### src/rtl/rr_arbiter.sv
// rtl/rr_arbiter.sv - N-way round-robin arbiter with registered one-hot grant
// Rotating-priority search from ptr; the winner's successor becomes the new highest priority.
module rr_arbiter #(
    parameter int N = 4
) (
    input  logic         clk,
    input  logic         reset,
    input  logic [N-1:0] req,
    output logic [N-1:0] grant,
    output logic         valid_grant
);

    localparam int PW = (N > 2) ? $clog2(N) : 1;
    localparam logic [PW-1:0] LAST = PW'(N - 1);

    logic [PW-1:0] ptr;
    logic [N-1:0]  mask;
    logic [N-1:0]  masked;
    logic [PW-1:0] win_masked;
    logic [PW-1:0] win_any;
    logic [PW-1:0] win;
    logic [PW-1:0] ptr_next;
    logic [N-1:0]  grant_next;

    // Thermometer mask keeps indices at or above ptr; fallback covers the wrap part.
    always_comb begin
        mask = '0;
        for (int i = 0; i < N; i++) begin
            mask[i] = (PW'(i) >= ptr);
        end
        masked = req & mask;
    end

    always_comb begin
        win_masked = '0;
        win_any    = '0;
        for (int i = N - 1; i >= 0; i--) begin
            if (masked[i]) begin
                win_masked = PW'(i);
            end
            if (req[i]) begin
                win_any = PW'(i);
            end
        end
        win = (|masked) ? win_masked : win_any;
    end

    always_comb begin
        grant_next = '0;
        for (int i = 0; i < N; i++) begin
            grant_next[i] = (PW'(i) == win) && (|req);
        end
        ptr_next = (win == LAST) ? '0 : win + 1'b1;
    end

    always_ff @(posedge clk) begin
        if (!reset) begin
            grant       <= '0;
            valid_grant <= 1'b0;
            ptr         <= '0;
        end else if (|req) begin
            grant       <= grant_next;
            valid_grant <= 1'b1;
            ptr         <= ptr_next;
        end else begin
            grant       <= '0;
            valid_grant <= 1'b0;
        end
    end

endmodule

### config.mk
export PLATFORM = sky130hd
export DESIGN_NAME = rr_arbiter
export DESIGN_NICKNAME = d
export VERILOG_FILES = /design/src/rtl/rr_arbiter.sv
export SDC_FILE = /design/constraint.sdc
export NUM_CORES = 1
export LEC_CHECK = 0
export BUFFER_PORTS_ARGS = -buffer_cell sky130_fd_sc_hd__buf_2
export CORE_AREA = 2 2 39 41
export DETAILED_ROUTE_END_ITERATION = 6
export DIE_AREA = 0 0 41 43
export HOLD_SLACK_MARGIN = 0.02
export MAX_ROUTING_LAYER = met4
export SYNTH_ARGS = -nofsm -noshare
export SYNTH_HDL_FRONTEND = slang
export SYNTH_SLANG_ARGS = --single-unit
### constraint.sdc
create_clock -name clk -period 1.8 [get_ports clk]
set_input_delay 0.27 -clock clk [delete_from_list [all_inputs] [get_ports clk]]
set_output_delay 0.27 -clock clk [all_outputs]
set_load 0.03 [all_outputs]
==> impl_metrics.yaml, run 1 <==
global_routing:
  grt_usage_pct: 10.57
  grt_pass1_wl_um: 1117
  overflow: 0
  antenna_found_initial: 0
  grt_pass1_vias: 271
  grt_max_degree: 8
route:
  viasPerCell: 4.609
  initialDrtViolationCount: 2
  vias: 295
  ant_nets: 0
  drc: 0
  totalWireLength_um: 640
  wire_per_inst_um: 10.00
  dr.pass1.iters: 4
floorplan:
  start_util_pct: 25.50
  io_pins: 11
  die_w_um: 41
  die-area_um2: 1763
  die_h_um: 43
  row_count: 14
  core_area_um2: 1384
sta:
  rsz0062_at_grt: "no"
  slew_violations: 0
  setup_viol: 0
  tightest_slew_ns: 0.2355
  max_slew_margin_pct: 84.30
  holdWs_ns: 0.3058
  clock_skew_ns: 0.002882
  min_period_ns: 1.650
  post-route-period-util_pct: 91.67
  fin_tns_setup_ns: 0
  fmax_ghz: 0.6061
  hold_violations: 0
flow_run:
  maxCapViolations: 0
finish:
  final_cells: 64
  antenna-diode-count: 0
  fill_cells: 150
  num-nets-final: 59
  area_growth_pct: 25.89
  drive_above_1_share_pct: 41.67
outcome:
  outcome: "complete, no violations"
setup_path:
  start_kind: "flop"
  crit_start: "ptr[1]$_SDFFE_PN0N_"
  cp-end-kind: "flop"
  required_ns: 1.94
  cp.arrival_ns: 1.79
  path_max_fanout: 7
  r2r_start: "ptr[1]$_SDFFE_PN0N_"
  critical_path_class: "reg2reg"
hold_path:
  hp-start: "reset"
  hp-class: "in2reg"
synthesis:
  synth-main-ff-cell: "dfxtp_1"
  synth-seq-cells: 7
  synth_edf_count: 0
  async_flop_share_pct: 0
  synth.cell_area_um2: 352.8
  yosysUniqueCellTypes: 22
  ys_seq_area_share_pct: 39.72
  yosysWarnings: 0
  post_synth.cell_area_avg_um2: 10.08
  syn_inst: 35
  syn_nets: 45
cts:
  cts_root_buffer: "clkbuf_4"
  cts.path.max_buffers: 2
  clock_latency_ns: 0.25
  hold_buffers: 0
  cts_setup_buffers: 0
  cts_sinks: 7
  cts.clk_slew.worst_paths_ns: 0.05
  ctsResizeCount: 0
  cts_made_buffers: 3
  cts_tree: "built"
  h-tree-depth: 1
pwr:
  ir_drop_mv: 0.1948
  leakage_nw: 0.2251
  power.density_nw_per_um2: 991.1
place:
  place_congestion: 0.7343
  hpwl_um: 494.4
  placed_cells: 60
  portBuffers: 10
[cell type report]
cell class	count	area [um^2]	share of cell area, %
timing repair buffer	10	50.05	11.27
inverter	1	3.754	0.8451
tap	16	20.02	4.507
clock buffer	4	26.28	5.915
sequential	7	140.1	31.55
multi-input combinational	26	203.9	45.92
[where the power goes]
part	leakage [nW]	internal (W)	total, W	switching (W)
Clock	0.0150	0.0000845	0.000140	0.0000558
Sequential	0.0579	0.000174	0.000186	0.0000119
Combinational	0.152	0.0000491	0.000114	0.0000653
[synth_stat cells, drive strengths merged (2+ instances only)]
cell	number	share of area (%)
a21oi	2	2.8
dfxtp	7	40
and3	5	10
ha	4	14
[stage by stage]
| stage | setup WS (ns) | util (%) | area, um^2 | power (W) |
|---|---|---|---|---|
| 2_1_floorplan | 0.3033 | - | 352.8 | 0.0002703 |
| 3_3_place_gp | 0.2118 | 30.20 | 417.9 | 0.0003009 |
| 3_5_place_dp | 0.1826 | 30.20 | 417.9 | 0.0003027 |
| 4_1_cts | 0.1671 | 32.10 | 444.2 | 0.0004488 |
| 5_1_grt | 0.06556 | 32.10 | 444.2 | 0.0004816 |
| 6_report | 0.1500 | 32.10 | 444.2 | 0.0004402 |
[kinds of logic (layout without fill, tap and decap cells)]
logic type / Yosys count / after routing / synth area share, %
AO/OA/AOI/OAI: 8 / 8 / 14.90
adder cells (fa/ha/maj): 4 / 4 / 14.18
buffers and inverters: 2 / 15 / 2.480
flip-flops: 7 / 7 / 39.72
multiplexers: 2 / 2 / 6.028
AND/OR/NAND/NOR: 12 / 12 / 22.70
[critical path, cell delays in order (launching register included)]
cell	delay, ns
dfxtp_1	0.44
mux2_2	0.37
nand2_1	0.10
and3_1	0.19
ha_1	0.23
mux2i_1	0.14
nor2b_1	0.06
[layer usage]
metal | up-vias | routed length (um) | global-route usage, %
met2 | 16 | 254 | 13.75
met3 | 2 | 70 | 4.712
met1 | 125 | 302 | 10.22
met4 | 0 | 12 | 12.00
met5 | - | 0 | -
li1 | 152 | - | -
[state kept, by name (all words and copies together) (netlist names)]
| signal | count |
|---|---|
| valid_grant | 1 |
| ptr | 2 |
| grant | 4 |
[path summary, 6_finish.rpt]
path | end | slack (ns) | cells after the start
setup reg to reg | ptr[1]$_SDFFE_PN0N_ | 0.15 | 6
setup / recovery | ptr[1]$_SDFFE_PN0N_ | 0.15 | 6
hold / removal | ptr[1]$_SDFFE_PN0N_ | 0.31 | 2
hold reg to reg | ptr[0]$_SDFFE_PN0N_ | 0.54 | 2
[placed cells by master, fill, tap and decap left out]
| master | instances |
|---|---|
| a31oi_1 | 1 |
| nor2b_1 | 1 |
| nand3b_1 | 1 |
| mux2_2 | 1 |
| nand2b_1 | 1 |
| clkbuf_1 | 1 |
| and2_2 | 1 |
| ha_1 | 4 |
| o22ai_1 | 1 |
| o21ai_0 | 1 |
| buf_2 | 10 |
| inv_1 | 1 |
| nand3_1 | 1 |
| o21a_1 | 1 |
| nand2_1 | 1 |
| dfxtp_1 | 7 |
| o22a_1 | 1 |
| or4_1 | 1 |
| clkbuf_4 | 3 |
| mux2i_1 | 1 |
| a21oi_1 | 2 |
| and3_2 | 4 |
| a21o_2 | 1 |
| and3_1 | 1 |
Power figures use the tool's default switching activity.
==> inputs of run 2 (changes only) <==
--- a/config.mk
+++ b/config.mk
@@ -6,11 +6,15 @@
 export NUM_CORES = 1
 export LEC_CHECK = 0
 export BUFFER_PORTS_ARGS = -buffer_cell sky130_fd_sc_hd__buf_2
+export CELL_PAD_IN_SITES_DETAIL_PLACEMENT = 1
+export CELL_PAD_IN_SITES_GLOBAL_PLACEMENT = 1
 export CORE_AREA = 2 2 39 41
 export DETAILED_ROUTE_END_ITERATION = 6
 export DIE_AREA = 0 0 41 43
 export HOLD_SLACK_MARGIN = 0.02
 export MAX_ROUTING_LAYER = met4
+export PLACE_DENSITY_LB_ADDON = 0.1
+export RECOVER_POWER = 100
 export SYNTH_ARGS = -nofsm -noshare
 export SYNTH_HDL_FRONTEND = slang
 export SYNTH_SLANG_ARGS = --single-unit
==> constraint.sdc (replaced) <==
create_clock -name clk -period 1.8 [get_ports clk]
set_input_delay 0.27 -clock clk [delete_from_list [all_inputs] [get_ports clk]]
set_output_delay 0.27 -clock clk [all_outputs]
set_load 0.005 [all_outputs]
==> run 2 against run 1 <==
Compared with the run above:
- combinational power decreased by 16%
- clock skew increased by 0.0086 ns
- count of clock-buffer cells in the layout unchanged
- core utilization decreased by 0.45 points
- die area unchanged
- hold slack improved by 0.013 ns
- critical path depth unchanged
- power decreased by 2.5%
- cell area decreased by 1.4%
- global-route usage increased by 1.3 points
- maximum frequency decreased by 1.2%
- highest routed layer unchanged
==> impl_metrics.yaml, run 2 (synthesis gave the netlist of run 1 again) <==
sta:
  setup_viol: 0
  fmax_ghz: 0.5988
  min_period_ns: 1.670
  max_slew_margin_pct: 84.88
  clock_skew_ns: 0.01151
  post-route-period-util_pct: 92.77
  fin_tns_setup_ns: 0
  hold_violations: 0
  tightest_slew_ns: 0.2265
  rsz0062_at_grt: "no"
  slew_violations: 0
setup_path:
  required_ns: 1.95
  ff2ff_setup_slack_ns: 0.13
  crit-reg2reg-capture: "ptr[1]$_SDFFE_PN0N_"
  cp.arrival_ns: 1.82
  slowest_stage: "dfxtp_1"
  r2r_cells: 6
  critical_path_class: "reg2reg"
  cp-end-kind: "flop"
  worst-path-buf-inv: 0
  critPathTopFamily: "multiplexers"
  r2r_start: "ptr[1]$_SDFFE_PN0N_"
  max_stage_delay_ns: 0.44
  start_kind: "flop"
  path_cells: "mux2_2 -> nand2_1 -> and3_1 -> ha_1 -> mux2i_1 -> nor2b_1"
  path_max_fanout: 7
  crit_start: "ptr[1]$_SDFFE_PN0N_"
finish:
  drive_above_1_share_pct: 31.25
  multi_input_area_um2: 203.9
  seq_area_um2: 140.1
  antenna-diode-count: 0
  reg_top3: "grant (4), ptr (2), valid_grant (1)"
  largest_reg_flops: 4
  final_cells: 64
  area_growth_pct: 24.11
  final_util_pct: 31.65
  layout_common_cells: "dfxtp_1, clkbuf_1, buf_2"
  fill_cells: 175
  largest_register: "grant"
  num-nets-final: 59
  layout_commonest_cell: "dfxtp_1"
route:
  vias: 312
  drc: 0
  dr.pass1.iters: 3
  totalWireLength_um: 837
  initialDrtViolationCount: 3
  ant_nets: 0
  viasPerCell: 4.875
  wire_per_inst_um: 13.08
place:
  place_congestion: 0.7194
  placed_cells: 60
  portBuffers: 10
global_routing:
  grt_max_degree: 8
  overflow: 0
  grt_pass1_vias: 340
  grt_usage_pct: 11.86
  grt_pass1_wl_um: 1317
  antenna_found_initial: 0
hold_path:
  min_delay_path_depth: 2
  worstHoldEndpoint: "valid_grant$_SDFF_PN0_"
  hp-start: "reset"
  hp-class: "in2reg"
cts:
  cts_sinks: 7
  cts_setup_buffers: 0
  ctsResizeCount: 0
  cts.clk_slew.worst_paths_ns: 0.06
  cts_made_buffers: 3
  h-tree-depth: 1
  cts_tree: "built"
  hold_buffers: 0
  cts_root_buffer: "clkbuf_4"
  cts.path.max_buffers: 2
  clock_latency_ns: 0.26
floorplan:
  core_area_um2: 1384
  row_count: 14
  start_util_pct: 25.50
  die_w_um: 41
  die-area_um2: 1763
  io_pins: 11
  die_h_um: 43
pwr:
  leakage_nw: 0.2071
  ir_drop_mv: 0.2019
  power.density_nw_per_um2: 979.7
flow_run:
  maxCapViolations: 0
outcome:
  outcome: "complete, no violations"
-- run 2: changes by cell type in the layout (fill, tap and decap cells not counted), sizes merged --
cell and delta:
buf -5, clkbuf +5
-- run 2: final cells by class --
| class | count | share of cell area, % |
|---|---|---|
| multi-input cells | 26 | 46.57 |
| flip-flops and latches | 7 | 32.00 |
| clock buffers | 4 | 6.000 |
| well taps | 16 | 4.571 |
| inverters | 1 | 0.8571 |
| repair buffers | 10 | 10.00 |
-- run 2: worst reg2reg max path: stages (launching register included) --
cell	delay (ns)
dfxtp_1	0.44
mux2_2	0.37
nand2_1	0.10
and3_1	0.21
ha_1	0.25
mux2i_1	0.14
nor2b_1	0.06
-- run 2: stage by stage --
| step | total power [W] | hold slack, ns | instance area (um^2) | setup slack [ns] |
|---|---|---|---|---|
| floorplan | 0.0002499 | 0.3982 | 352.8 | 0.3033 |
| detailed placement | 0.0002903 | 0.5488 | 417.9 | 0.1355 |
| CTS | 0.0004408 | 0.3113 | 444.2 | 0.1162 |
| global placement | 0.0002825 | 0.5371 | 417.9 | 0.1986 |
| finish | 0.0004290 | 0.3185 | 437.9 | 0.1301 |
| global route | 0.0004596 | 0.3301 | 437.9 | 0.03232 |
-- run 2: worst max-delay path by stage --
stage / endpoint / slack [ns] / depth (start not counted)
final: ptr[1]$_SDFFE_PN0N_ / 0.13 / 6
after global routing: ptr[1]$_SDFFE_PN0N_ / 0.03 / 6
after global placement: ptr[1]$_SDFFE_PN0N_ / 0.20 / 6
after CTS: ptr[1]$_SDFFE_PN0N_ / 0.12 / 6
after floorplan: ptr[1]$_SDFFE_PN0N_ / 0.30 / 6
after detailed placement: ptr[1]$_SDFFE_PN0N_ / 0.14 / 6
-- run 2: where the power goes --
part / switching (W) / internal [W]
clock network: 0.0000617 / 0.0000849
registers: 0.0000125 / 0.000174
logic: 0.0000484 / 0.0000479
total: 0.000123 / 0.000306
-- run 2: metal layers --
metal | routed length [um] | track usage (%)
met2 | 430 | 20.00
met4 | 21 | 10.00
met5 | 0 | -
met3 | 68 | 1.571
met1 | 316 | 10.68
==> inputs of run 3 (changes only) <==
--- a/config.mk
+++ b/config.mk
@@ -14,7 +14,6 @@
 export HOLD_SLACK_MARGIN = 0.02
 export MAX_ROUTING_LAYER = met4
 export PLACE_DENSITY_LB_ADDON = 0.1
-export RECOVER_POWER = 100
 export SYNTH_ARGS = -nofsm -noshare
 export SYNTH_HDL_FRONTEND = slang
 export SYNTH_SLANG_ARGS = --single-unit
==> run 3 against run 2 <==
Compared with the run above:
- highest routed layer unchanged
- largest cell class unchanged
- hold slack hardly changed
- clock power hardly changed
- maximum frequency stayed put
- cell area is 1.4% higher
- wire length is 0.96% lower
- first-iteration DRC count stayed put
- die area stayed put
- global-route usage stayed put
- power is 0.41% higher
- via count stayed put
- sequential share of layout area is 0.45 points lower
- register-to-register slack hardly changed
==> impl_metrics.yaml, run 3 (synthesis gave the netlist of run 1 again) <==
finish:
  num-nets-final: 59
  reg_top3: "grant (4), ptr (2), valid_grant (1)"
  largest_register: "grant"
  seq_area_um2: 140.1
  layout_commonest_cell: "buf_2"
  drive_above_1_share_pct: 41.67
  largest_reg_flops: 4
  multi_input_area_um2: 203.9
  fill_cells: 175
  design_area_um2: 444.2
  layout_common_cells: "buf_2, dfxtp_1, and3_2, ha_1, clkbuf_4"
  area_growth_pct: 25.89
  final_cells: 64
  antenna-diode-count: 0
floorplan:
  die_h_um: 43
  die-area_um2: 1763
  die_w_um: 41
  io_pins: 11
  start_util_pct: 25.50
  core_area_um2: 1384
  row_count: 14
outcome:
  outcome: "complete, no violations"
pwr:
  ir_drop_mv: 0.2026
  leakage_nw: 0.2251
  power.density_nw_per_um2: 969.9
global_routing:
  grt_pass1_wl_um: 1317
  grt_pass1_vias: 340
  grt_max_degree: 8
  top_usage_layer: "met2"
  overflow: 0
  met2_usage_pct: 20.00
  grtUsageMet3_pct: 1.571
  antenna_found_initial: 0
  grtUsageMet1_pct: 10.68
  grt_usage_pct: 11.86
setup_path:
  required_ns: 1.95
  critical_path_class: "reg2reg"
  max_stage_delay_ns: 0.44
  start_kind: "flop"
  r2r_start: "ptr[1]$_SDFFE_PN0N_"
  crit-reg2reg-capture: "ptr[1]$_SDFFE_PN0N_"
  r2r_cells: 6
  ff2ff_setup_slack_ns: 0.13
  cp-end-kind: "flop"
  cp.arrival_ns: 1.82
  slowest_stage: "dfxtp_1"
  path_cells: "mux2_2 -> nand2_1 -> and3_1 -> ha_1 -> mux2i_1 -> nor2b_1"
  path_max_fanout: 7
route:
  ant_nets: 0
  viasPerCell: 4.875
  drc: 0
  totalWireLength_um: 829
  initialDrtViolationCount: 3
  dr.pass1.iters: 3
  wire_per_inst_um: 12.95
  vias: 312
sta:
  min_period_ns: 1.670
  fin_ws_ns: 0.1301
  tightest_slew_ns: 0.2265
  rsz0062_at_grt: "no"
  holdWs_ns: 0.3185
  max_slew_margin_pct: 84.88
  post-route-period-util_pct: 92.77
  fin_tns_setup_ns: 0
  clock_skew_ns: 0.01151
  hold_violations: 0
  fmax_ghz: 0.5988
  setup_viol: 0
  slew_violations: 0
hold_path:
  worstHoldEndpoint: "valid_grant$_SDFF_PN0_"
  hp-class: "in2reg"
  hp-start: "reset"
  min_delay_path_depth: 2
cts:
  h-tree-depth: 1
  hold_buffers: 0
  ctsResizeCount: 0
  cts_sinks: 7
  clock_latency_ns: 0.26
  cts.path.max_buffers: 2
  cts_made_buffers: 3
  cts_tree: "built"
  cts_root_buffer: "clkbuf_4"
  cts_setup_buffers: 0
  cts.clk_slew.worst_paths_ns: 0.06
place:
  place_area_um2: 417.9
  portBuffers: 10
  place_congestion: 0.7194
  placed_cells: 60
  dpl_worst_slack_ns: 0.1355
flow_run:
  maxCapViolations: 0
## run 3: changes by cell type in the layout (fill, tap and decap cells not counted), sizes merged
cell / before / now
clkbuf: 9 / 4
buf: 5 / 10
## run 3: power by group
group / switching [W] / internal (W)
clock: 0.0000617 / 0.0000849
sequential: 0.0000122 / 0.000174
combinational: 0.0000483 / 0.0000501
total: 0.000122 / 0.000309
## run 3: how the worst max path moves through the flow
stage,start,to
6_report,ptr[1]$_SDFFE_PN0N_,ptr[1]$_SDFFE_PN0N_
5_1_grt,ptr[1]$_SDFFE_PN0N_,ptr[1]$_SDFFE_PN0N_
4_1_cts,ptr[1]$_SDFFE_PN0N_,ptr[1]$_SDFFE_PN0N_
3_5_place_dp,ptr[1]$_SDFFE_PN0N_,ptr[1]$_SDFFE_PN0N_
3_3_place_gp,ptr[1]$_SDFFE_PN0N_,ptr[1]$_SDFFE_PN0N_
2_1_floorplan,ptr[1]$_SDFFE_PN0N_,ptr[1]$_SDFFE_PN0N_
## run 3: metrics by stage
step                      utilization, %  power [W]
after floorplan                        -  0.0002499
after global placement             30.20  0.0002825
after detailed placement           30.20  0.0002903
after CTS                          32.10  0.0004408
after global routing               32.10  0.0004617
final                              32.10  0.0004308
## run 3: cell type report
| cell class | instances | area share [%] |
|---|---|---|
| Clock buffer | 4 | 5.915 |
| Tap cell | 16 | 4.507 |
| Multi-Input combinational cell | 26 | 45.92 |
| Inverter | 1 | 0.8451 |
| Sequential cell | 7 | 31.55 |
| Timing Repair Buffer | 10 | 11.27 |
## run 3: critical path, delay by kind of cell (launching register included)
family	cells	cell delay (ns)
muxes	2	0.51
and+or+nand+nor	3	0.37
adders and majority gates	1	0.25
DFF	1	0.44
## run 3: metal layers
layer | vias to the layer above | routed length (um)
li1 | 151 | -
met1 | 144 | 313
met2 | 13 | 430
met3 | 4 | 64
met4 | 0 | 21
met5 | - | 0
